$ cat src/rtl/spi_port_ctrl.sv
// spi_port_ctrl
//   SPI master (mode 0, MSB first, 8-bit frames) behind the SPI_RANGE CPU window.
//   The CPU sees a byte-wide register file on DATA[15:8]. CPU strobes are asynchronous to
//   MB_CLK. They are synchronised here, and each strobe performs exactly one register access.
//
//   Registers (REG_ADDR):
//     0 DATA    wr: load TX and start a frame (OVR if busy)   rd: RX byte, clears DONE
//     1 STATUS  [7] BUSY [6] DONE [5] OVR; write 1 to bit 6/5 clears that flag
//     2 CTRL    [7:4] DIV (half period = DIV+1 cycles), [0] CS_EN (SPI_CS = ~CS_EN)
//     3 reserved, reads 0x00, writes ignored, still acked
//
// Ports
//   MB_CLK, RESET       system clock (rising edge), asynchronous active-low reset
//   SEL, RW, DS_N       window decode, 1=read, combined data strobe (active-low)
//   REG_ADDR, WDATA     register select, write data from DATA[15:8]
//   RDATA, RD_OE        registered read data, bus drive enable
//   ACK_N               local DTACK (active-low), ANDed into CPU_DTACK at the top level
//   SPI_CS/SCK/MOSI     SPI outputs; SPI_MISO serial input
module spi_port_ctrl #(
  parameter int unsigned SYNC_STAGES = 2,
  parameter logic [3:0]  DIV_RESET   = 4'h0
) (
  input  logic       MB_CLK,
  input  logic       RESET,
  input  logic       SEL,
  input  logic       RW,
  input  logic       DS_N,
  input  logic [1:0] REG_ADDR,
  input  logic [7:0] WDATA,
  output logic [7:0] RDATA,
  output logic       RD_OE,
  output logic       ACK_N,
  output logic       SPI_CS,
  output logic       SPI_SCK,
  output logic       SPI_MOSI,
  input  logic       SPI_MISO
);

  localparam logic [1:0] AddrData   = 2'd0;
  localparam logic [1:0] AddrStatus = 2'd1;
  localparam logic [1:0] AddrCtrl   = 2'd2;

  typedef enum logic [1:0] {StIdle, StLow, StHigh} state_e;

  // CPU request synchroniser and edge detect
  logic                   req;
  logic [SYNC_STAGES-1:0] sync_q;
  logic                   req_s;
  logic                   req_d_q;
  logic                   access;
  logic                   ack_q, ack_d;

  // Register file
  logic [7:0] rdata_q, rdata_d;
  logic [7:0] rd_mux;
  logic [3:0] div_q, div_d;
  logic       cs_en_q, cs_en_d;
  logic [7:0] rx_q, rx_d;
  logic       done_q, done_d;
  logic       ovr_q, ovr_d;

  // Shift engine
  state_e     state_q, state_d;
  logic [7:0] shreg_q, shreg_d;
  logic [3:0] frame_div_q, frame_div_d;
  logic [3:0] cnt_q, cnt_d;
  logic [2:0] bit_cnt_q, bit_cnt_d;
  logic       miso_q, miso_d;
  logic       sck_q, sck_d;
  logic       mosi_q, mosi_d;

  logic busy;
  logic wr_acc, rd_acc;
  logic start;
  logic frame_done;

  assign req    = SEL & ~DS_N;
  assign req_s  = sync_q[SYNC_STAGES-1];
  assign access = req_s & ~req_d_q;

  always_ff @(posedge MB_CLK or negedge RESET) begin
    if (!RESET) begin
      sync_q  <= '0;
      req_d_q <= 1'b0;
    end else begin
      sync_q  <= {sync_q[SYNC_STAGES-2:0], req};
      req_d_q <= req_s;
    end
  end

  assign busy   = (state_q != StIdle);
  assign wr_acc = access & ~RW;
  assign rd_acc = access & RW;
  assign start  = wr_acc && (REG_ADDR == AddrData) && !busy;

  // Read data reflects the register values just before the access edge
  always_comb begin
    rd_mux = 8'h00;
    unique case (REG_ADDR)
      AddrData:   rd_mux = rx_q;
      AddrStatus: rd_mux = {busy, done_q, ovr_q, 5'b00000};
      AddrCtrl:   rd_mux = {div_q, 3'b000, cs_en_q};
      default:    rd_mux = 8'h00;
    endcase
  end

  always_comb begin
    state_d     = state_q;
    shreg_d     = shreg_q;
    frame_div_d = frame_div_q;
    cnt_d       = cnt_q;
    bit_cnt_d   = bit_cnt_q;
    miso_d      = miso_q;
    sck_d       = sck_q;
    mosi_d      = mosi_q;
    rx_d        = rx_q;
    frame_done  = 1'b0;

    unique case (state_q)
      StIdle: begin
        if (start) begin
          state_d     = StLow;
          shreg_d     = WDATA;
          frame_div_d = div_q;
          cnt_d       = div_q;
          bit_cnt_d   = 3'd0;
          sck_d       = 1'b0;
          mosi_d      = WDATA[7];
        end
      end
      StLow: begin
        if (cnt_q == 4'd0) begin
          state_d = StHigh;
          cnt_d   = frame_div_q;
          sck_d   = 1'b1;
          miso_d  = SPI_MISO;
        end else begin
          cnt_d = cnt_q - 4'd1;
        end
      end
      StHigh: begin
        if (cnt_q == 4'd0) begin
          sck_d   = 1'b0;
          cnt_d   = frame_div_q;
          // Sampled bit is held in miso_q until the falling edge so the
          // LSB of TX is still available for transmission.
          shreg_d = {shreg_q[6:0], miso_q};
          if (bit_cnt_q == 3'd7) begin
            state_d    = StIdle;
            rx_d       = {shreg_q[6:0], miso_q};
            frame_done = 1'b1;
          end else begin
            state_d   = StLow;
            mosi_d    = shreg_q[6];
            bit_cnt_d = bit_cnt_q + 3'd1;
          end
        end else begin
          cnt_d = cnt_q - 4'd1;
        end
      end
      default: state_d = StIdle;
    endcase
  end

  always_comb begin
    rdata_d = access ? rd_mux : rdata_q;
    ack_d   = access | (ack_q & req_s);
    div_d   = div_q;
    cs_en_d = cs_en_q;
    done_d  = done_q;
    ovr_d   = ovr_q;

    if (rd_acc && (REG_ADDR == AddrData)) begin
      done_d = 1'b0;
    end
    if (wr_acc && (REG_ADDR == AddrStatus)) begin
      if (WDATA[6]) done_d = 1'b0;
      if (WDATA[5]) ovr_d  = 1'b0;
    end
    // DIV is only picked up at frame start, so a write while busy is safe
    if (wr_acc && (REG_ADDR == AddrCtrl)) begin
      div_d   = WDATA[7:4];
      cs_en_d = WDATA[0];
    end
    // Set beats clear when both land on the same edge
    if (wr_acc && (REG_ADDR == AddrData) && busy) begin
      ovr_d = 1'b1;
    end
    if (frame_done) begin
      done_d = 1'b1;
    end
  end

  always_ff @(posedge MB_CLK or negedge RESET) begin
    if (!RESET) begin
      state_q     <= StIdle;
      shreg_q     <= 8'h00;
      frame_div_q <= 4'h0;
      cnt_q       <= 4'h0;
      bit_cnt_q   <= 3'd0;
      miso_q      <= 1'b0;
      sck_q       <= 1'b0;
      mosi_q      <= 1'b0;
      rx_q        <= 8'h00;
      rdata_q     <= 8'h00;
      ack_q       <= 1'b0;
      div_q       <= DIV_RESET;
      cs_en_q     <= 1'b0;
      done_q      <= 1'b0;
      ovr_q       <= 1'b0;
    end else begin
      state_q     <= state_d;
      shreg_q     <= shreg_d;
      frame_div_q <= frame_div_d;
      cnt_q       <= cnt_d;
      bit_cnt_q   <= bit_cnt_d;
      miso_q      <= miso_d;
      sck_q       <= sck_d;
      mosi_q      <= mosi_d;
      rx_q        <= rx_d;
      rdata_q     <= rdata_d;
      ack_q       <= ack_d;
      div_q       <= div_d;
      cs_en_q     <= cs_en_d;
      done_q      <= done_d;
      ovr_q       <= ovr_d;
    end
  end

  assign RDATA    = rdata_q;
  assign RD_OE    = SEL & RW & ~DS_N;
  // SEL gating releases the ack as soon as the CPU ends its cycle
  assign ACK_N    = ~(ack_q & SEL);
  assign SPI_CS   = ~cs_en_q;
  assign SPI_SCK  = sck_q;
  assign SPI_MOSI = mosi_q;

endmodule

$ cat config.mk
export PLATFORM = sky130hd
export DESIGN_NAME = spi_port_ctrl
export DESIGN_NICKNAME = d
export VERILOG_FILES = /design/src/rtl/spi_port_ctrl.sv
export SDC_FILE = /design/constraint.sdc
export NUM_CORES = 1
export LEC_CHECK = 0
export CORE_MARGIN = 1.5
export CORE_UTILIZATION = 43
export DETAILED_ROUTE_END_ITERATION = 8
export DONT_BUFFER_PORTS = 1
export PLACE_DENSITY = 0.65
export SLEW_MARGIN = 20
export SYNTH_ARGS = -nofsm -noshare
export SYNTH_HDL_FRONTEND = slang
export SYNTH_SLANG_ARGS = --single-unit
$ cat constraint.sdc
create_clock -name MB_CLK -period 5.2 [get_ports MB_CLK]
set_clock_uncertainty 0.05 [all_clocks]
set_input_delay 0.26 -clock MB_CLK [delete_from_list [all_inputs] [get_ports MB_CLK]]
set_output_delay 0.26 -clock MB_CLK [all_outputs]
set_load 0.05 [all_outputs]
==> results of run 1 <==
## Yosys cell counts (all sizes together)
cell type	count	share of area
a21boi	2	0.011
nand3	1	0.0021
nor3	4	0.0083
nand2b	4	0.013
buf	3	0.0083
inv	13	0.020
a22o	3	0.011
nor2b	4	0.010
nand3b	1	0.0031
ha	7	0.036
o32ai	1	0.0036
and2	2	0.0052
o21ai	9	0.019
a31oi	2	0.0052
clkbuf	3	0.0047
dfrtp	50	0.52
and2b	1	0.0031
mux2i	10	0.042
o22ai	1	0.0026
or3b	1	0.0036
a21oi	12	0.025
o211ai	1	0.0031
nor4b	1	0.0036
mux2	36	0.17
o41ai	2	0.015
nor3b	1	0.0052
a211oi	2	0.0062
o31ai	3	0.0093
nand2	15	0.023
nor2	6	0.0093
## report_power, final
group          total (uW)  switching, uW  internal [uW]  leakage [uW]
combinational         416            200            216      0.000517
sequential            601            118            483      0.000640
clock                 230            133           97.3     0.0000447
## layout make-up
type                    instances  share of cell area
flip-flops and latches         50               0.476
inverters                      13              0.0186
clock inverters                 3             0.00951
repair buffers                  5              0.0257
multi-input cells             132               0.410
clock buffers                   5              0.0262
well taps                      72              0.0343
## sequential cells by signal, indices dropped and copies added, names as in the netlist, 2 cells and up
register / flops
state_q: 2
rx_q: 8
RDATA: 8
sync_q: 2
bit_cnt_q: 3
div_q: 4
frame_div_q: 4
shreg_q: 7
cnt_q: 4
## critical path: cells and delay by family (launching register included)
kind	cells	cell delay, ns
adder cells (fa/ha/maj)	1	0.59
multiplexers	1	0.35
flip-flops	1	0.42
AND/OR/NAND/NOR	2	0.45
AO/OA/AOI/OAI	1	0.13
buffers and inverters	1	0.09
## how the worst max path moves through the flow
stage | slack, ns | cells past startpoint | end | from
floorplan | 3.32 | 6 | bit_cnt_q[0] | cnt_q[0]
global placement | 3.04 | 6 | bit_cnt_q[0] | state_q[0]
detailed placement | 3.03 | 6 | bit_cnt_q[0] | state_q[0]
CTS | 3.02 | 6 | bit_cnt_q[0] | state_q[0]
global route | 2.86 | 4 | rx_q[3] | state_q[0]
finish | 3.01 | 6 | bit_cnt_q[0] | state_q[0]
## cell families (layout without fill, tap and decap cells)
kind of cell,count (synthesis),in the layout,share of synthesized area
multiplexers,46,46,0.210
AND/OR/NAND/NOR,41,41,0.0909
AO/OA/AOI/OAI,38,38,0.111
buffers and inverters,19,26,0.0332
flip-flops,50,50,0.519
adder cells (fa/ha/maj),7,7,0.0363
## stage by stage
step           hold WS, ns  std cells  setup WS [ns]   util
6_report            0.0159        280           3.01  0.481
5_1_grt            0.00314        280           2.86  0.481
4_1_cts            0.00128        279           3.02  0.479
3_5_place_dp       -0.0848        267           3.03  0.451
3_3_place_gp       -0.0846        267           3.04  0.451
2_1_floorplan      -0.0856        201           3.32      -
## per-layer routing
metal	wire length, um	up-vias
met5	0	-
met2	1890	25
met4	51	0
li1	-	726
met1	2110	715
met3	242	5
==> results_dict.tcl, run 1 <==
set metrics [dict create \
    p_leak_uw 0.00120 \
    end_kind "flop" \
    setup.worst_path.class "reg2reg" \
    setup_viol 0 \
    final_common_cell "dfrtp_1" \
    slew_headroom 0.550 \
    ir_drop_uv 235 \
    clock_latency_ns 0.30 \
    h-tree-depth 2 \
    r2r-end "bit_cnt_q[0]" \
    wl_per_cell_um 15.3 \
    core_area_um2 5470 \
    post-route-period-util 0.421 \
    finalNetCount 230 \
    via_count 1471 \
    final-hold-violation-count 0 \
    cp_slowest_cell "ha_1" \
    antenna_left 0 \
    crit-reg2reg-launch "state_q[0]" \
    holdCritPathClass "in2reg" \
    seq_area_frac_synth 0.519 \
    worst_slew_pin_slew_ns 0.675 \
    numCtsBuffers 5 \
    grt_overflow 0 \
    multi_input_area_um2 1080 \
    place_hpwl_um 3110 \
    p_total_uw 1250 \
    yosysWarnings 0 \
    drv_slew 0 \
    cts_hold_buf 4 \
    p_per_area_nw_per_um2 474 \
    path_clk_slew_ns 0.10 \
    viasPerCell 5.25 \
    antenna_found_initial 0 \
    die_x_um 77.9 \
    ys_types 36 \
    cts_tree "built" \
    period_needed_ns 2.19 \
    postPlaceCellArea_um2 2470 \
    firstDrtPassIters 4 \
    grtUsageMet2 0.237 \
    syn-instance-count 201 \
    r2r_slack_ns 3.01 \
    num_io_pins 29 \
    status "finished, final reports clean" \
    drive_gt1_frac 0.236 \
    drtIter0Drc 106 \
    crit_required_ns 5.34 \
    drcViolationCount 0 \
    crit_chain "inv_1, ha_1, nand2b_1, o21ai_1, nand2_1, mux2_2" \
    syn-num-nets 224 \
    regArea_um2 1250 \
    clock_path_buffers 2 \
    worst-r2r-cell-count 6 \
    slowest_delay_ns 0.59 \
    avgSynthCellArea_um2 12.0 \
    use_met1 0.227 \
    grt_busiest_layer "met2" \
    whs_path_depth 1 \
    synth_seq_cells 50 \
    fmax_mhz 457 \
    grt_usage 0.160 \
    use_met3 0.0412 \
    rsz0062_at_grt "false" \
    crit_arrival_ns 2.33 \
    crit_path_start_kind "flop" \
    antenna_cells 0 \
    grt_pass1_wl_um 7570 \
    grt_max_degree 51 \
    layout_common_cells "50 x dfrtp_1, 36 x mux2_2, 15 x nand2_1" \
    area_growth_pct 9.14 \
    post_cts_resized 0 \
    port_buffers 0 \
    place_congestion 0.765 \
    fin_area_um2 2630 \
    rows 27 \
    maxCapViolCount 0 \
    die_y_um 77.9 \
    syn_area_um2 2410 \
    clock_sinks 50 \
    path_max_fanout 18 \
    drt-total-wl_um 4290 \
    tns_ns 0 \
    initial_core_util 0.440 \
    grt_pass1_vias 1508 \
    cts_setup_buffers 0 \
    min_delay_worst_endpoint "ovr_q" \
    fillers 506 \
    cts_root_buf "clkbuf_8" \
    hp-start "REG_ADDR[0]" \
    dieArea_um2 6060 \
]
(Power assumes the default switching activity.)
==> run 2: changes to the inputs <==
--- a/config.mk
+++ b/config.mk
@@ -9,7 +9,7 @@
 export CORE_UTILIZATION = 43
 export DETAILED_ROUTE_END_ITERATION = 8
 export DONT_BUFFER_PORTS = 1
-export PLACE_DENSITY = 0.65
+export PLACE_DENSITY = 0.67
 export SLEW_MARGIN = 20
 export SYNTH_ARGS = -nofsm -noshare
 export SYNTH_HDL_FRONTEND = slang
==> constraint.sdc (replaced) <==
create_clock -name MB_CLK -period 1.8 [get_ports MB_CLK]
set_clock_uncertainty 0.05 [all_clocks]
set_input_delay 0.09 -clock MB_CLK [delete_from_list [all_inputs] [get_ports MB_CLK]]
set_output_delay 0.09 -clock MB_CLK [all_outputs]
set_load 0.05 [all_outputs]
==> run 2 against run 1 <==
Against the previous run: core utilization rose by 5.0 points; global-route usage grew 1.7 points; register-to-register slack got worse by 2.9 ns; final cell count increased by 10%; sequential power rose to 2.8 times the previous value; count of clock-buffer cells in the layout unchanged; clock power rose to 2.8 times the previous value; setup slack lost 2.9 ns; die area did not move; combinational power rose to 4.0 times the previous value; via count increased by 11%; sequential share of layout area shrank 4.5 points.
==> results_dict.tcl, run 2 (same netlist as run 1, synthesis figures left out) <==
set metrics [dict create \
    status "finished, final reports clean" \
    final-hold-violation-count 0 \
    grt_busiest_layer "met1" \
    port_buffers 0 \
    finalNonFillerCells 308 \
    viasPerCell 5.30 \
    use_met1 0.255 \
    p_per_area_nw_per_um2 1380 \
    grt_usage 0.178 \
    grt_pass1_vias 1633 \
    fin_area_um2 2900 \
    antenna_cells 0 \
    final.setup.worst_slack_ns 0.0758 \
    antenna_left 0 \
    drive_gt1_frac 0.305 \
    via_count 1632 \
    clock_latency_ns 0.30 \
    antenna_found_initial 0 \
    path_max_fanout 7 \
    slew_headroom 0.672 \
    initial_core_util 0.440 \
    p_leak_uw 0.00134 \
    maxCapViolCount 0 \
    ir_drop_uv 900 \
    setup.worst_path.class "reg2reg" \
    wl_per_cell_um 16.4 \
    rows 27 \
    crit_chain "nand2b_4, o41ai_4, a21boi_4, mux2_2" \
    clkPwrFrac 0.163 \
    post-route-period-util 0.958 \
    drt-total-wl_um 5040 \
    drcViolationCount 0 \
    holdCritPathClass "in2reg" \
    clock_sinks 50 \
    final_common_cell "dfrtp_1" \
    worst_slew_pin_slew_ns 0.491 \
    die_y_um 77.9 \
    rsz0062_at_grt "true" \
    crit_arrival_ns 1.87 \
    grt_overflow 0 \
    p_comb_frac 0.414 \
    end_kind "flop" \
    placedCellCount 281 \
    postPlaceCellArea_um2 2580 \
    drv_slew 0 \
    h-tree-depth 2 \
    numCtsBuffers 5 \
    place_congestion 0.773 \
    fillers 500 \
    cts_root_buf "clkbuf_8" \
    grt_pass1_wl_um 8360 \
    num_io_pins 29 \
    pre_cts_slack_ns 0.0258 \
    switching_share 0.360 \
    dieArea_um2 6060 \
    clock_path_buffers 2 \
    crit_required_ns 1.94 \
    slowest_delay_ns 0.39 \
    final_core_util 0.530 \
    grtUsageMet2 0.249 \
    layout_common_cells "50 x dfrtp_1, 35 x mux2_2, 16 x buf_4" \
    p_total_uw 4010 \
    period_needed_ns 1.72 \
    p_int_uw 2570 \
    setup_viol 0 \
    die_x_um 77.9 \
    netSwitchingPower_uw 1450 \
    use_met3 0.0541 \
    place_hpwl_um 3350 \
    grt_max_degree 51 \
    firstDrtPassIters 4 \
    drtIter0Drc 94 \
    core_area_um2 5470 \
    fmax_mhz 580 \
    path_clk_slew_ns 0.09 \
    area_growth_pct 20.4 \
    cts_tree "built" \
    cp_slowest_cell "dfrtp_1" \
    crit_path_start_kind "flop" \
    sequentialPowerShare 0.424 \
    finalNetCount 258 \
]
==> run 2: area by class of cell <==
class | count | area (um2) | share of cell area
Clock buffer | 5 | 68.8 | 0.0237
Timing Repair Buffer | 33 | 309 | 0.107
Clock inverter | 3 | 21.3 | 0.00733
Multi-Input combinational cell | 132 | 1110 | 0.383
Inverter | 13 | 48.8 | 0.0168
Sequential cell | 50 | 1250 | 0.431
Tap cell | 72 | 90.1 | 0.0310
==> run 2: path summary, 6_finish.rpt <==
kind | from | to | slack, ns | depth (start not counted)
worst min register to register | sync_q[0] | sync_q[1] | 0.33 | 0
min in group asynchronous | RESET | rx_q[2] | 0.23 | 2
max in group asynchronous | RESET | cnt_q[3] | 1.26 | 2
worst max register to register | req_d_q | shreg_q[6] | 0.08 | 4
worst min-delay path | WDATA[4] | shreg_q[4] | 0.02 | 2
worst max-delay path | req_d_q | shreg_q[6] | 0.08 | 4
==> run 2: timing repair <==
item                                    in CTS  in global routing
hold endpoints to repair                    71                  0
gates resized for setup                      0                 10
endpoints found under the setup margin       0                 25
hold buffers                                16                  0
buffers inserted                             0                  3
==> run 2: power groups by stage <==
stage	combinational, uW	clock, uW	sequential, uW
2_1_floorplan	1020	0	1690
3_3_place_gp	1410	0	1710
3_5_place_dp	1440	0	1720
4_1_cts	1510	679	1700
5_1_grt	1820	718	1740
6_report	1660	652	1700
==> run 2: stage by stage <==
stage / TNS [ns] / hold WS [ns]
2_1_floorplan: -0.330 / -0.256
3_3_place_gp: 0 / -0.255
3_5_place_dp: 0 / -0.255
4_1_cts: 0 / 0.00191
5_1_grt: -0.0215 / 0.0140
6_report: 0 / 0.0173
==> run 2: critical path: cells and delay by family (launching register included) <==
kind               cells  cell delay [ns]
DFF                    1             0.39
AOI/OAI and AO/OA      2             0.63
muxes                  1             0.37
and+or+nand+nor        1             0.17
==> run 2: layer usage <==
layer / vias up / share of wire
li1: 777 / -
met1: 821 / 0.47
met2: 26 / 0.47
met3: 8 / 0.042
met4: 0 / 0.018
met5: - / 0
==> run 3: changes to the inputs <==
--- a/config.mk
+++ b/config.mk
@@ -5,11 +5,12 @@
 export SDC_FILE = /design/constraint.sdc
 export NUM_CORES = 1
 export LEC_CHECK = 0
-export CORE_MARGIN = 1.5
+export CORE_MARGIN = 1
 export CORE_UTILIZATION = 43
 export DETAILED_ROUTE_END_ITERATION = 8
 export DONT_BUFFER_PORTS = 1
 export PLACE_DENSITY = 0.67
+export REMOVE_ABC_BUFFERS = 1
 export SLEW_MARGIN = 20
 export SYNTH_ARGS = -nofsm -noshare
 export SYNTH_HDL_FRONTEND = slang
==> run 3 against run 2 <==
Against the previous run: worst hold slack lost 0.013 ns; via count is essentially flat; sequential power is essentially flat; wire length shrank 0.28%; global-route usage grew 0.36 points; design area grew 2.5%; maximum frequency shrank 2.2%; critical path depth grew 1; final cell count grew 0.97%.
==> results_dict.tcl, run 3 (same netlist as run 1, synthesis figures left out) <==
set metrics [dict create \
    p_int_uw 2650 \
    path_clk_slew_ns 0.10 \
    status "finished, final reports clean" \
    rows 26 \
    h-tree-depth 2 \
    switching_share 0.358 \
    p_comb_frac 0.422 \
    antenna_left 0 \
    numCtsBuffers 5 \
    cts_tree "built" \
    p_per_area_nw_per_um2 1390 \
    place_hpwl_um 3310 \
    via_count 1633 \
    antenna_cells 0 \
    holdCritPathClass "in2reg" \
    fillers 469 \
    num_io_pins 29 \
    p_total_uw 4130 \
    cp_num_buf_inv 1 \
    pre_cts_slack_ns -0.103 \
    final-hold-violation-count 0 \
    setup_viol 0 \
    area_growth_pct 23.4 \
    postPlaceCellArea_um2 2580 \
    grt_pass1_vias 1725 \
    drv_slew 0 \
    die_x_um 76.9 \
    final_common_cell "dfrtp_1" \
    ir_drop_uv 747 \
    crit_path_start_kind "flop" \
    fin_area_um2 2970 \
    period_needed_ns 1.76 \
    fmax_mhz 567 \
    slowest_delay_ns 0.39 \
    clock_latency_ns 0.31 \
    wl_per_cell_um 16.2 \
    grt_pass1_wl_um 8370 \
    viasPerCell 5.25 \
    crit_required_ns 1.96 \
    grt_overflow 0 \
    whs_path_depth 2 \
    initial_core_util 0.460 \
    drcViolationCount 0 \
    clock_sinks 50 \
    maxCapViolCount 0 \
    post-route-period-util 0.980 \
    final_core_util 0.568 \
    grt_usage 0.181 \
    crit_arrival_ns 1.92 \
    setup.worst_path.class "reg2reg" \
    finalNetCount 263 \
    crit_chain "nand2b_4, o41ai_4, a21boi_4, buf_6, mux2_2" \
    die_y_um 76.9 \
    firstDrtPassIters 4 \
    grt_max_degree 51 \
    final.setup.worst_slack_ns 0.0368 \
    port_buffers 0 \
    finalNonFillerCells 311 \
    drt-total-wl_um 5020 \
    drive_gt1_frac 0.324 \
    worst_slew_pin_slew_ns 0.504 \
    slew_headroom 0.664 \
    cp.depth 5 \
    place_congestion 0.828 \
    p_leak_uw 0.00138 \
    netSwitchingPower_uw 1480 \
    drtIter0Drc 59 \
    placedCellCount 280 \
    layout_common_cells "50 x dfrtp_1, 32 x mux2_2, 18 x buf_4" \
    clock_path_buffers 2 \
    antenna_found_initial 0 \
    path_max_fanout 4 \
    clkPwrFrac 0.169 \
    worst-r2r-cell-count 5 \
    end_kind "flop" \
    cp_slowest_cell "dfrtp_1" \
    critPathTopFamily "compound AO/OA/AOI/OAI gates" \
    cts_root_buf "clkbuf_8" \
    sequentialPowerShare 0.409 \
    dieArea_um2 5910 \
    core_area_um2 5240 \
]
-- run 3: power by group through the flow --
stage	logic, uW	clock network (uW)	registers, uW
2_1_floorplan	1000	0	1690
3_3_place_gp	1390	0	1690
3_5_place_dp	1430	0	1700
5_1_grt	1910	760	1730
6_report	1750	700	1690
4_1_cts	1570	717	1690
-- run 3: final timing paths --
check / from / to / slack [ns]
max reg2reg: req_d_q / shreg_q[5] / 0.04
max: req_d_q / shreg_q[5] / 0.04
min in group asynchronous: RESET / RDATA[1] / 0.22
min reg2reg: sync_q[0] / sync_q[1] / 0.35
max in group asynchronous: RESET / frame_div_q[1] / 1.25
min: REG_ADDR[1] / div_q[1] / 0.005
-- run 3: repair_timing --
item / 4_1_cts / 5_1_grt
setup buffers: 2 / 3
hold buffers: 18 / 0
gates resized for setup: 4 / 13
endpoints found under the setup margin: 15 / 31
pin swaps: 2 / 3
gates cloned: 0 / 0
hold endpoints to repair: 70 / 0
-- run 3: stage by stage --
| stage | hold slack [ns] | TNS, ns |
|---|---|---|
| floorplan | -0.256 | -0.495 |
| global placement | -0.255 | -0.281 |
| detailed placement | -0.255 | -0.799 |
| CTS | 0.00152 | -0.0285 |
| global route | 0.00573 | -0.0920 |
| finish | 0.00484 | 0 |
-- run 3: layout make-up --
| type | count | area [um2] | area share |
|---|---|---|---|
| Multi-Input combinational cell | 132 | 1130 | 0.381 |
| Clock buffer | 5 | 68.8 | 0.0231 |
| Tap cell | 70 | 87.6 | 0.0295 |
| Timing Repair Buffer | 38 | 355 | 0.120 |
| Clock inverter | 3 | 27.5 | 0.00926 |
| Inverter | 13 | 48.8 | 0.0164 |
| Sequential cell | 50 | 1250 | 0.421 |
-- run 3: per-layer routing --
metal	track usage	wire (um)	part of all wire
met3	0.0405	195	0.039
met1	0.232	2310	0.46
met2	0.309	2480	0.49
met5	0	0	0
met4	0.0462	35	0.0070
